[src/rtl/leitor_fila.sv]
// -----------------------------------------------------------------------------
// leitor_fila
//   Drain side of the 8-entry byte queue. While enabled and the queue reports
//   a nonzero length, it issues a single dequeue pulse. It then waits out the
//   queue read latency and captures the head word. Finally it shifts the word
//   out one bit at a time to a downstream sink using a valid/ready handshake.
//
//   Per-word sequence: IDLE -> REQ -> WAIT (DEQ_LAT cycles) -> SHIFT -> DONE.
//   Every output is a flop, so no path exists from any input to any output.
//
// Parameters
//   WIDTH      word width, equal to the queue data width
//   DEQ_LAT    cycles from the end of the dequeue pulse to stable queue data
//              (must be >= 1)
//   MSB_FIRST  1: bit WIDTH-1 leaves first, 0: bit 0 leaves first
//
// Ports
//   clk_10KHz     in   system clock; all logic runs on its rising edge
//   reset         in   synchronous, active-high reset
//   enable_in     in   permits the drain of a new word to start
//   len_in        in   queue occupancy; only its zero/nonzero status is used
//   data_in       in   queue head data
//   sink_ready    in   sink accepts the current serial bit this cycle
//   dequeue_out   out  one-cycle dequeue request to the queue
//   serial_out    out  current serial bit (0 outside SHIFT)
//   serial_valid  out  serial_out carries a valid bit
//   word_done     out  one-cycle pulse after the last bit is accepted
//   word_out      out  last word captured from the queue
//   busy          out  high whenever the FSM is not in IDLE
// -----------------------------------------------------------------------------
module leitor_fila #(
   parameter int unsigned WIDTH     = 8,
   parameter int unsigned DEQ_LAT   = 2,
   parameter bit          MSB_FIRST = 1'b1
) (
   input  logic             clk_10KHz,
   input  logic             reset,
   input  logic             enable_in,
   input  logic [7:0]       len_in,
   input  logic [WIDTH-1:0] data_in,
   input  logic             sink_ready,
   output logic             dequeue_out,
   output logic             serial_out,
   output logic             serial_valid,
   output logic             word_done,
   output logic [WIDTH-1:0] word_out,
   output logic             busy
);

   // The extra counter bit allows the count to reach WIDTH without wrapping.
   localparam int unsigned CNT_W  = $clog2(WIDTH) + 1;
   localparam int unsigned WAIT_W = $clog2(DEQ_LAT) + 1;

   localparam logic [CNT_W-1:0]  LAST_BIT  = CNT_W'(WIDTH - 1);
   localparam logic [WAIT_W-1:0] WAIT_LOAD = WAIT_W'(DEQ_LAT - 1);

   typedef enum logic [2:0] {
      S_IDLE,
      S_REQ,
      S_WAIT,
      S_SHIFT,
      S_DONE
   } state_t;

   state_t            state_q;
   logic [CNT_W-1:0]  bit_cnt_q;
   logic [WAIT_W-1:0] wait_cnt_q;
   logic [WIDTH-1:0]  shift_q;
   logic [WIDTH-1:0]  shift_d;
   logic [WIDTH-1:0]  word_q;
   logic              dequeue_q;
   logic              serial_q;
   logic              valid_q;
   logic              done_q;
   logic              busy_q;

   // Returns the bit that leaves first, based on the shift direction.
   function automatic logic first_bit(input logic [WIDTH-1:0] w);
      return MSB_FIRST ? w[WIDTH-1] : w[0];
   endfunction

   // Shift register contents once the current bit has been consumed.
   always_comb begin
      // NOTE: every path assigns shift_d, so no latch can be inferred here.
      if (MSB_FIRST) begin
         shift_d = shift_q << 1;
      end else begin
         shift_d = shift_q >> 1;
      end
   end

   // NOTE: sequential state uses non-blocking assignments only, so every flop
   // samples the pre-edge value of every other flop.
   always_ff @(posedge clk_10KHz) begin
      if (reset) begin
         // Reset has priority over all other conditions. Any word in flight
         // is dropped without a word_done pulse.
         state_q    <= S_IDLE;
         bit_cnt_q  <= '0;
         wait_cnt_q <= '0;
         shift_q    <= '0;
         word_q     <= '0;
         dequeue_q  <= 1'b0;
         serial_q   <= 1'b0;
         valid_q    <= 1'b0;
         done_q     <= 1'b0;
         busy_q     <= 1'b0;
      end else begin
         // Pulse outputs default low; the states that need them raise them.
         dequeue_q <= 1'b0;
         done_q    <= 1'b0;

         unique case (state_q)
            S_IDLE: begin
               // len_in is only tested as empty or non-empty.
               if (enable_in && (len_in != 8'd0)) begin
                  state_q   <= S_REQ;
                  dequeue_q <= 1'b1;
                  busy_q    <= 1'b1;
               end
            end

            S_REQ: begin
               state_q    <= S_WAIT;
               wait_cnt_q <= WAIT_LOAD;
            end

            S_WAIT: begin
               if (wait_cnt_q == '0) begin
                  // Queue data is stable at this edge, so capture it now.
                  state_q   <= S_SHIFT;
                  shift_q   <= data_in;
                  word_q    <= data_in;
                  serial_q  <= first_bit(data_in);
                  valid_q   <= 1'b1;
                  bit_cnt_q <= '0;
               end else begin
                  wait_cnt_q <= wait_cnt_q - 1'b1;
               end
            end

            S_SHIFT: begin
               // When sink_ready is low, the current bit is held.
               if (sink_ready) begin
                  if (bit_cnt_q == LAST_BIT) begin
                     state_q   <= S_DONE;
                     valid_q   <= 1'b0;
                     serial_q  <= 1'b0;
                     done_q    <= 1'b1;
                     bit_cnt_q <= '0;
                  end else begin
                     bit_cnt_q <= bit_cnt_q + 1'b1;
                     shift_q   <= shift_d;
                     serial_q  <= first_bit(shift_d);
                  end
               end
            end

            S_DONE: begin
               state_q <= S_IDLE;
               busy_q  <= 1'b0;
            end

            default: begin
               state_q  <= S_IDLE;
               valid_q  <= 1'b0;
               serial_q <= 1'b0;
               busy_q   <= 1'b0;
            end
         endcase
      end
   end

   assign dequeue_out  = dequeue_q;
   assign serial_out   = serial_q;
   assign serial_valid = valid_q;
   assign word_done    = done_q;
   assign word_out     = word_q;
   assign busy         = busy_q;

endmodule

[config.mk]
export PLATFORM = sky130hd
export DESIGN_NAME = leitor_fila
export DESIGN_NICKNAME = d
export VERILOG_FILES = /design/src/rtl/leitor_fila.sv
export SDC_FILE = /design/constraint.sdc
export NUM_CORES = 1
export LEC_CHECK = 0
export CORE_MARGIN = 2
export CORE_UTILIZATION = 48
export DETAILED_ROUTE_END_ITERATION = 8
export PLACE_DENSITY = 0.88
export SLEW_MARGIN = 0
export SYNTH_ARGS = -nofsm -noshare
export SYNTH_HDL_FRONTEND = slang
export SYNTH_SLANG_ARGS = --single-unit
[constraint.sdc]
create_clock -name clk_10KHz -period 1.7 [get_ports clk_10KHz]
set_input_delay 0.255 -clock clk_10KHz [delete_from_list [all_inputs] [get_ports clk_10KHz]]
set_output_delay 0.255 -clock clk_10KHz [all_outputs]
set_load 0.1 [all_outputs]
# Word-level counts from Yosys, hierarchy flattened
# Cells that the tools add are included.
# W data, S select, Z words.
[word_totals] in_bits=20 wordCells=73 regBits=29
[classes] n_addsub=2 n_mux=27 n_bitwise=5 n_reduce_logical=18 eq_ne=11
[ops] operator="$mux W7" n=3
[ops] operator="$pmux W7 S2" n=1
[ops] operator="$mux W3" n=4
[ops] operator="$mux W4" n=3
[ops] operator="$ne A2 B2 Y1 const B" n=6
[ops] operator="$pmux W3 S4" n=1
[ops] operator="$reduce_and A4 Y1" n=3
[ops] operator="$mux W1" n=9
[ops] operator="$reduce_or A3 Y1" n=3
[ops] operator="$pmux W4 S2" n=1
[ops] operator="$reduce_bool A8 Y1" n=1
[ops] operator="$eq A3 B2 Y1 const B" n=2
[ops] operator="$pmux W1 S3" n=2
[ops] operator="$reduce_and A2 Y1" n=3
[ops] operator="$reduce_and A3 Y1" n=2
[ops] operator="$not A1 Y1" n=5
[ops] operator="$add A4 B1 Y4 const B" n=1
[ops] operator="$eq A4 B3 Y1 const B" n=1
[ops] operator="$pmux W2 S2" n=1
[ops] operator="$reduce_bool A2 Y1" n=2
[ops] operator="$eq A3 B1 Y1 const B" n=1
[ops] operator="$eq A3 B3 Y1 const B" n=1
[ops] operator="$logic_not A3 Y1" n=1
[ops] operator="$logic_not A2 Y1" n=1
[ops] operator="other kinds (5)" n=5

# Depth between registers and ports, before layout
# Gate-level depths: netlist of run 1.
[depth] word_depth=4 ltp_mapped=7 mapped_depth_nobuf=6

# Worst setup path after synthesis of run 1
# OpenSTA, ideal clock, no wires.
[synth_timing] path_type="register -> register" start="register wait_cnt_q[0]" end="register bit_cnt_q[3]" required_time_ps=1630 setup_slack_ps=123 setup_time_ps=70 path_buffers=0 arrival_time_ps=1507 path_stages_with_launch=7 cell_sequence="dfxtp_1 inv_1 ha_1 and4bb_1 a31oi_2 or4b_1 a21oi_1"
[synth_between] elab_chain_len=3
[synth_rtl] item="start, declared" line_no="67" rtl="logic [WAIT_W-1:0] wait_cnt_q;"
[synth_rtl] item="start signal, assigned" line_no="138" rtl="wait_cnt_q <= wait_cnt_q - 1'b1;"
[synth_rtl] item="$logic_not A2 Y1" line_no="129" rtl="if (wait_cnt_q == '0) begin"
[synth_rtl] item="$ne A2 B2 Y1 (no source line)"
[synth_rtl] item="$reduce_and A3 Y1 (no source line)"
[synth_rtl] item="end signal, assigned" line_no="152" rtl="bit_cnt_q <= bit_cnt_q + 1'b1;"
[synth_rtl] item="end, declared" line_no="66" rtl="logic [CNT_W-1:0] bit_cnt_q;"
# Every way passes these cells.
# A chain may end at the register's enable or synchronous reset.

# Worst setup path after layout of run 1
[layout_timing] start="register bit_cnt_q[0]" end="register bit_cnt_q[3]"
[layout_between] elab_chain_len=4 word_cells_on_any_way=5 classes_between="add/sub: 1; eq/ne: 1; mux: 3"
[layout_rtl] item="$add A4 B1 Y4 / $eq A4 B3 Y1 (equally long branches)" line_no="152, 145"
[layout_rtl] item="$mux W4 (*)" line_no="145" rtl="if (bit_cnt_q == LAST_BIT) begin"
[layout_rtl] item="$mux W4 (*)" line_no="144" rtl="if (sink_ready) begin"
[layout_rtl] item="$pmux W4 S2 (*)" line_no="113" rtl="unique case (state_q)"
# Every way passes the cells marked *; elsewhere a longest branch is shown, timed or not. The select of a mux whose other input is x is not followed.

==> results of run 1 <==
## final cells by class
type	instances	share of cell area
inverters	3	0.005780
flip-flops and latches	29	0.2987
clock inverters	2	0.005138
multi-input cells	108	0.3732
repair buffers	42	0.2762
well taps	31	0.01991
clock buffers	6	0.02119
## cells by family (layout without fill, tap and decap cells)
kind of cell	count (synthesis)	count (layout)
muxes	7	7
AOI/OAI and AO/OA	43	43
and+or+nand+nor	56	56
buffers and inverters	14	53
adders and majority gates	2	2
DFF	29	29
## worst reg2reg max path: stages, from the launching register on
cell,delay [ps]
dfxtp_1,340
ha_2,210
and3b_2,240
nor2_2,170
or4b_4,480
a21oi_1,140
## cell usage in the layout (no fill, tap or decap), types with 3 or more instances in the layout
cell,synthesis,final
buf_4,0,9
buf_12,0,14
nand3b_1,3,3
nand3_1,4,4
nand2_1,20,20
nor2_1,7,6
nor3_1,5,5
mux2i_1,7,7
nor4_1,3,3
dfxtp_1,29,28
o21ai_0,3,3
clkbuf_4,0,5
clkdlybuf4s50_1,0,19
a21oi_1,19,19
a311oi_1,7,7
## metrics by stage
stage	util	hold slack (ps)	cell area, µm²
floorplan	-	357.1	1329
global placement	0.6898	461.3	1853
detailed placement	0.6898	479.6	1853
CTS	0.7098	487.1	1907
global route	0.7252	504.7	1948
finish	0.7252	490.1	1948
## state kept, by name (all words and copies together) (netlist names)
register,cells
word_out,8
serial_out,1
shift_q,7
state_q,3
word_done,1
wait_cnt_q,2
serial_valid,1
bit_cnt_q,4
dequeue_out,1
busy,1
## report_power, final
part / internal (µW) / switching [µW]
combinational: 259 / 368
clock: 157 / 251
sequential: 733 / 50.1
total: 1150 / 669
## final timing paths
path                   to  cells after the start         start  slack, ps
max          bit_cnt_q[3]                      5  bit_cnt_q[0]         60
min          bit_cnt_q[1]                      2  bit_cnt_q[1]        490
max reg2reg  bit_cnt_q[3]                      5  bit_cnt_q[0]         60
min reg2reg  bit_cnt_q[1]                      2  bit_cnt_q[1]        490
## routing by layer
metal | track usage | part of all wire | vias to the layer above | wire length, µm
li1 | - | - | 633 | -
met1 | 0.2453 | 0.38 | 630 | 1372
met2 | 0.4219 | 0.54 | 48 | 1958
met3 | 0.09908 | 0.060 | 11 | 217
met4 | 0.1361 | 0.023 | 0 | 85
met5 | 0 | 0 | - | 0
## what timing repair did
| action | in CTS | in global routing |
|---|---|---|
| setup endpoints to repair | 2 | 8 |
| pin swaps | 0 | 1 |
| hold buffers | 0 | 0 |
| gates resized for setup | 1 | 10 |
| hold endpoints to repair | 0 | 0 |
==> flow_summary.json, run 1 <==
{
  "drt_iter0_markers": 28,
  "synth_top_family_by_area": "simple AND/OR/NAND/NOR gates",
  "cap_violations": 0,
  "maxSlewViolCount": 0,
  "endpoint_kind": "flop",
  "antenna_found_initial": 0,
  "worst-path-buf-inv": 0,
  "ir_worst_vdd_mv": 0.9328,
  "yosys.area_share.adder": 0.01883,
  "hold_class": "flop to flop",
  "synth_most_common_cell": "dfxtp_1",
  "synth_simple_gate_area_frac": 0.2269,
  "start_util": 0.4946,
  "cts_buffers": 5,
  "seq_area_um2": 581.8,
  "cts_num_sinks": 29,
  "finalSetupViolCount": 0,
  "placed_cells": 213,
  "syn_nets": 173,
  "synth_cells": 151,
  "fin_tns_setup_ps": 0,
  "critPathArrivalTime_ps": 1910,
  "fin_crit_sh": 0.9638,
  "drive_above_1_share": 0.2263,
  "grt_max_degree": 24,
  "cts_setup_buffers": 0,
  "yosys.area.top_type": "dfxtp_1",
  "synth_commonest_cells": "29 x dfxtp_1, 20 x nand2_1, 19 x a21oi_1",
  "rows": 19,
  "timing.final.ws_setup_ps": 61.53,
  "clock_latency_ps": 340,
  "yosysUniqueCellTypes": 40,
  "dpl.hpwl_um": 2612,
  "multi_input_area_um2": 726.9,
  "post_drt_via_cell_ratio": 5.982,
  "vias": 1322,
  "grt_pass1_vias": 1415,
  "cp_max_fo": 5,
  "yosys_register_bits": 29,
  "worstPathCellList": "ha_2 > and3b_2 > nor2_2 > or4b_4 > a21oi_1",
  "worstSetupPathType": "flop to flop",
  "power.density_nw_per_um2": 933.3,
  "outcome": "finished clean",
  "grt_overflow": 0,
  "fill_cells": 201,
  "synthMuxAreaShare": 0.05273,
  "tritoncts": "done",
  "synth-xor-area-share": 0,
  "wl_per_cell_um": 16.44,
  "grt.total_usage": 0.2439,
  "avgSynthCellArea_um2": 8.800,
  "p_leak_uw": 0.0007431,
  "layout-area-overhead-vs-synth_pct": 46.61,
  "die_y_um": 56.62,
  "async_flop_share": 0,
  "grt_pass1_wl_um": 6058,
  "clockBufferDepth": 2,
  "period_minus_slack_ps": 1638,
  "port_buffers": 32,
  "synth-edff-count": 0,
  "synth_ff_type": "dfxtp_1",
  "synth_top_area_frac": 0.4369,
  "place.gp.congestion": 0.9139,
  "ant_nets": 0,
  "htreeDepth": 2,
  "crit_required_ps": 1970,
  "nets": 211,
  "worstMarginPinSlew_ps": 409.7,
  "ys_seq_area_frac": 0.4369,
  "fmax_mhz": 610.3,
  "ys.warnings.count": 0,
  "coreArea_um2": 2686,
  "max_stage_delay_ps": 470,
  "routed_wl_um": 3634,
  "preCtsSetupSlack_ps": -21.59,
  "route.detailed.drc": 0,
  "relSlewSlack": 0.7240,
  "synthTopCellsByArea": "dfxtp_1 44%, a21oi_1 7.2%, nand2_1 5.6%",
  "finalNonFillerCells": 221,
  "cpMaxStageDelayCell": "or4b_4",
  "ios": 33,
  "synth_compound_gate_area_share": 0.2166,
  "clkTransAtPathRegs_ps": 90,
  "cts_root_buf": "clkbuf_4",
  "dieArea_um2": 3205,
  "finalPower_uw": 1818,
  "finalHoldViolCount": 0,
  "critPathTopFamily": "simple AND/OR/NAND/NOR gates",
  "critPathLaunchType": "flop",
  "netlist_area_um2": 1329,
  "firstDrtPassIters": 4,
  "diodes": 0,
  "die_w_um": 56.62,
  "fin_worst_skew_ps": 14.70
}
Note: power is estimated with default switching activity, not from simulation.
==> run 2, diff against run 1 <==
Settings changed: SKIP_CTS_REPAIR_TIMING set to 1.
Clock period 1.7 ns to 1.75 ns, I/O delays scaled along.
==> run 2 against run 1 <==
Against the previous run: global-route usage fell by 1.4 points; core utilization fell by 2.9 points; combinational power decreased by 8.6%; wire length shrank 8.2%; first-iteration DRC count grew 14%; critical path depth unchanged; count of clock-buffer cells in the layout rose by 1; register-to-register slack better by 30 ps; critical endpoint unchanged; largest cell class unchanged.
==> flow_summary.json, run 2 (synthesis results as in run 1) <==
{
  "outcome": "finished clean",
  "grt_pass1_wl_um": 5727,
  "grt_max_degree": 20,
  "cp_max_fo": 5,
  "port_buffers": 32,
  "crit_path_start": "bit_cnt_q[0]",
  "wl_per_cell_um": 15.17,
  "finalHoldViolCount": 0,
  "grt_overflow": 0,
  "clockBufferDepth": 2,
  "clock_power_share": 0.231,
  "diodes": 0,
  "sw_frac_of_total": 0.3474,
  "power_frac_seq": 0.440,
  "power.density_nw_per_um2": 927.7,
  "endpoint": "bit_cnt_q[3]",
  "preCtsSetupSlack_ps": 39.29,
  "routed_wl_um": 3337,
  "cpMaxStageDelayCell": "or4b_1",
  "cap_violations": 0,
  "htreeDepth": 2,
  "crit_required_ps": 2000,
  "hold_slack_ps": 467.9,
  "route.detailed.drc": 0,
  "cts_root_buf": "clkbuf_4",
  "fin_tns_setup_ps": 0,
  "finalNonFillerCells": 220,
  "regToRegSetupSlack_ps": 90,
  "utilization": 0.6963,
  "hold_class": "flop to flop",
  "nets": 211,
  "reg2reg_depth": 5,
  "antenna_found_initial": 0,
  "ir_worst_vdd_mv": 0.8974,
  "dpl.hpwl_um": 2462,
  "timing.final.ws_setup_ps": 92.31,
  "comb_power_share": 0.330,
  "worstPathCellList": "ha_1 > and3b_1 > nor2_2 > or4b_1 > a21oi_1",
  "clkTransAtPathRegs_ps": 90,
  "cts_num_sinks": 29,
  "power.net_switching_uw": 602.9,
  "period_minus_slack_ps": 1658,
  "place.gp.congestion": 0.9210,
  "post_drt_via_cell_ratio": 5.845,
  "vias": 1286,
  "max_stage_delay_ps": 450,
  "r2r_end": "bit_cnt_q[3]",
  "critPathArrivalTime_ps": 1900,
  "final_common_cell": "dfxtp_1",
  "die_w_um": 56.62,
  "placed_cells": 213,
  "start_util": 0.4946,
  "mostFrequentLayoutCells": "28 x dfxtp_1, 20 x nand2_1, 19 x a21oi_1, 19 x clkdlybuf4s50_1, 14 x buf_4",
  "relSlewSlack": 0.6461,
  "grt.total_usage": 0.2300,
  "rows": 19,
  "tritoncts": "done",
  "rsz0062_at_grt": "no",
  "die_y_um": 56.62,
  "fmax_mhz": 603.2,
  "maxSlewViolCount": 0,
  "p_leak_uw": 0.0007268,
  "fin_worst_skew_ps": 7.272,
  "ios": 33,
  "reg2reg_from": "bit_cnt_q[0]",
  "worstMarginPinSlew_ps": 529.1,
  "clock_latency_ps": 320,
  "finalSetupViolCount": 0,
  "coreArea_um2": 2686,
  "endpoint_kind": "flop",
  "largest_reg_flops": 8,
  "firstDrtPassIters": 4,
  "layout-area-overhead-vs-synth_pct": 40.77,
  "grt_pass1_vias": 1312,
  "critPathLaunchType": "flop",
  "drt_iter0_markers": 32,
  "drive_above_1_share": 0.1958,
  "p_int_uw": 1132,
  "worstSetupPathType": "flop to flop",
  "dieArea_um2": 3205,
  "fin_crit_sh": 0.9473,
  "cts_buffers": 5,
  "ant_nets": 0
}
-- run 2: power by group through the flow --
stage / registers [µW] / logic (µW) / clock network, µW
2_1_floorplan: 909 / 218 / 0
3_5_place_dp: 776 / 556 / 0
5_1_grt: 771 / 610 / 453
3_3_place_gp: 771 / 535 / 0
4_1_cts: 761 / 558 / 417
6_report: 763 / 573 / 400
-- run 2: how the worst min path moves through the flow --
stage | start | to | slack, ps | depth (start not counted)
final | word_out[2] | word_out[2] | 470 | 2
after global routing | word_out[2] | word_out[2] | 490 | 2
after CTS | word_out[2] | word_out[2] | 470 | 2
after floorplan | reset | state_q[0] | 360 | 1
after global placement | word_out[1] | word_out[1] | 450 | 2
after detailed placement | word_out[2] | word_out[2] | 460 | 2
-- run 2: area by class of cell --
class                      instances  area [µm²]
tap                               31       38.79
timing repair buffer              42       475.5
clock buffer                       7       55.05
inverter                           3       11.26
sequential                        29       581.8
fill                             209       815.8
multi-input combinational        108       708.2
-- run 2: critical path: cells and delay by family, from the launching register on --
kind | cells | cell delay (ps)
AND/OR/NAND/NOR | 3 | 890
adder cells (fa/ha/maj) | 1 | 230
flip-flops | 1 | 340
AO/OA/AOI/OAI | 1 | 130
-- run 2: per-stage QoR --
step	total power, µW	area (µm²)
2_1_floorplan	1127	1329
3_3_place_gp	1306	1790
3_5_place_dp	1332	1790
4_1_cts	1736	1846
5_1_grt	1834	1871
6_report	1735	1871
-- run 2: metal layers --
metal,wire length (µm),share of wire,global-route usage,vias up
li1,-,-,-,633
met1,1349,0.40,0.2529,597
met2,1725,0.52,0.3937,48
met3,195,0.058,0.05760,8
met4,66,0.020,0.1395,0
met5,0,0,0,-
==> run 3, diff against run 2 <==
Settings changed: ABC_AREA set to 1.
==> run 3 against run 2 <==
Against the previous run: synthesized cell count is 22% higher; power is 31% higher; via count is 0.62% lower; wire length is 15% lower; final cell count is 15% higher; critical endpoint is now shift_q[2]; largest power group is now combinational cells.
==> flow_summary.json, run 3 <==
{
  "relSlewSlack": 0.7093,
  "wl_per_cell_um": 11.32,
  "yosys_register_bits": 29,
  "ir_worst_vdd_mv": 1.196,
  "power.density_nw_per_um2": 1301,
  "netlist_area_um2": 1315,
  "cts_buffers": 5,
  "worstPathCellList": "nor2_2 > nand3b_2 > nand2_2 > inv_4 > nand2_4 > inv_2 > nor2_1 > nor2_1",
  "hold_depth": 2,
  "critPathLaunchType": "flop",
  "cts_root_buf": "clkbuf_4",
  "hold_class": "flop to flop",
  "finalNonFillerCells": 252,
  "routed_wl_um": 2853,
  "synth_top_area_frac": 0.4415,
  "synth_commonest_cells": "44 x nand2_1, 29 x dfxtp_1, 21 x nor2_1",
  "grt_pass1_vias": 1161,
  "rsz0062_at_grt": "no",
  "cp_common_cell": "nor2_1",
  "post_drt_via_cell_ratio": 5.071,
  "tritoncts": "done",
  "place.gp.congestion": 0.8856,
  "ys.warnings.count": 0,
  "critPathArrivalTime_ps": 1720,
  "clkTransAtPathRegs_ps": 80,
  "mostFrequentLayoutCells": "44 x nand2_1, 29 x dfxtp_1, 21 x nor2_1",
  "worstSetupPathType": "flop to flop",
  "grt.total_usage": 0.2037,
  "final_common_cell": "nand2_1",
  "p_leak_uw": 0.0007555,
  "yosys.area.top_type": "dfxtp_1",
  "synthTopCellsByArea": "dfxtp_1 44%, nand2_1 13%, a21oi_1 7.6%",
  "start_util": 0.5167,
  "placed_cells": 245,
  "nets": 244,
  "finalSetupViolCount": 0,
  "maxSlewViolCount": 0,
  "fin_crit_sh": 0.8550,
  "cpMaxStageDelayCell": "dfxtp_1",
  "ios": 33,
  "reg2reg_depth": 8,
  "coreArea_um2": 2545,
  "timing.final.ws_setup_ps": 253.8,
  "synth_cells": 184,
  "grt_max_degree": 17,
  "fin_tns_setup_ps": 0,
  "grt_pass1_wl_um": 4899,
  "ys_seq_area_frac": 0.4415,
  "preCtsSetupSlack_ps": 219.6,
  "utilization": 0.6868,
  "crit_required_ps": 1980,
  "port_buffers": 32,
  "cap_violations": 0,
  "syn_nets": 206,
  "diodes": 0,
  "synth-edff-count": 0,
  "dpl.hpwl_um": 2090,
  "route.detailed.drc": 0,
  "firstDrtPassIters": 4,
  "clock_latency_ps": 330,
  "rows": 18,
  "avgSynthCellArea_um2": 7.147,
  "fmax_mhz": 668.3,
  "ant_nets": 0,
  "worstMarginPinSlew_ps": 435.6,
  "cp_max_fo": 8,
  "max_stage_delay_ps": 410,
  "period_minus_slack_ps": 1496,
  "antenna_found_initial": 0,
  "fin_worst_skew_ps": 2.592,
  "clockBufferDepth": 2,
  "die_y_um": 56.34,
  "async_flop_share": 0,
  "yosysUniqueCellTypes": 25,
  "htreeDepth": 2,
  "drt_iter0_markers": 31,
  "die_w_um": 56.34,
  "vias": 1278,
  "synth_most_common_cell": "nand2_1",
  "grt_overflow": 0,
  "drive_above_1_share": 0.1667,
  "synth_ff_type": "dfxtp_1",
  "dieArea_um2": 3174,
  "endpoint_kind": "flop",
  "finalHoldViolCount": 0,
  "cts_num_sinks": 29,
  "outcome": "finished clean",
  "largest_reg_flops": 8,
  "layout-area-overhead-vs-synth_pct": 32.92
}
[run 3: layout make-up]
cell class,count,area (µm²)
inverters,23,88.84
flip-flops and latches,29,580.6
multi-input cells,128,625.6
repair buffers,35,360.3
well taps,30,37.54
clock buffers,7,55.05
fillers,233,797.0
[run 3: layer usage]
| metal | up-vias | global-route usage | part of all wire |
|---|---|---|---|
| li1 | 667 | - | - |
| met1 | 573 | 0.2350 | 0.46 |
| met2 | 33 | 0.3378 | 0.47 |
| met3 | 5 | 0.07834 | 0.053 |
| met4 | 0 | 0.08163 | 0.019 |
| met5 | - | 0 | 0 |
[run 3: through the flow]
step / hold slack [ps] / instance area, µm² / power, µW
after floorplan: 341.2 / 1315 / 1624
after global routing: 485.5 / 1748 / 2410
final: 446.2 / 1748 / 2274
after CTS: 449.4 / 1748 / 2289
after detailed placement: 437.1 / 1693 / 1883
after global placement: 434.4 / 1693 / 1864
[run 3: where the power goes]
group          switching [µW]  internal [µW]  leakage (µW)
combinational             703            307      0.000488
sequential               76.2            787      0.000236
clock                     212            189     0.0000314
[run 3: kinds of logic after synthesis]
kind of cell,synth area share
DFF,0.4415
adders and majority gates,0.01903
buffers and inverters,0.08278
xor gates and xnor gates,0.006662
AOI/OAI and AO/OA,0.1465
and+or+nand+nor,0.3035
[run 3: critical path: cells and delay by family, from the launching register on]
| kind | cells | cell delay [ps] |
|---|---|---|
| and+or+nand+nor | 6 | 830 |
| DFF | 1 | 410 |
| buffers and inverters | 2 | 140 |
[run 3: final timing paths]
check,end,startpoint,slack (ps)
setup / recovery,shift_q[2],state_q[2],250
hold / removal,word_out[5],word_out[5],450
setup reg to reg,shift_q[2],state_q[2],250
hold reg to reg,word_out[5],word_out[5],450
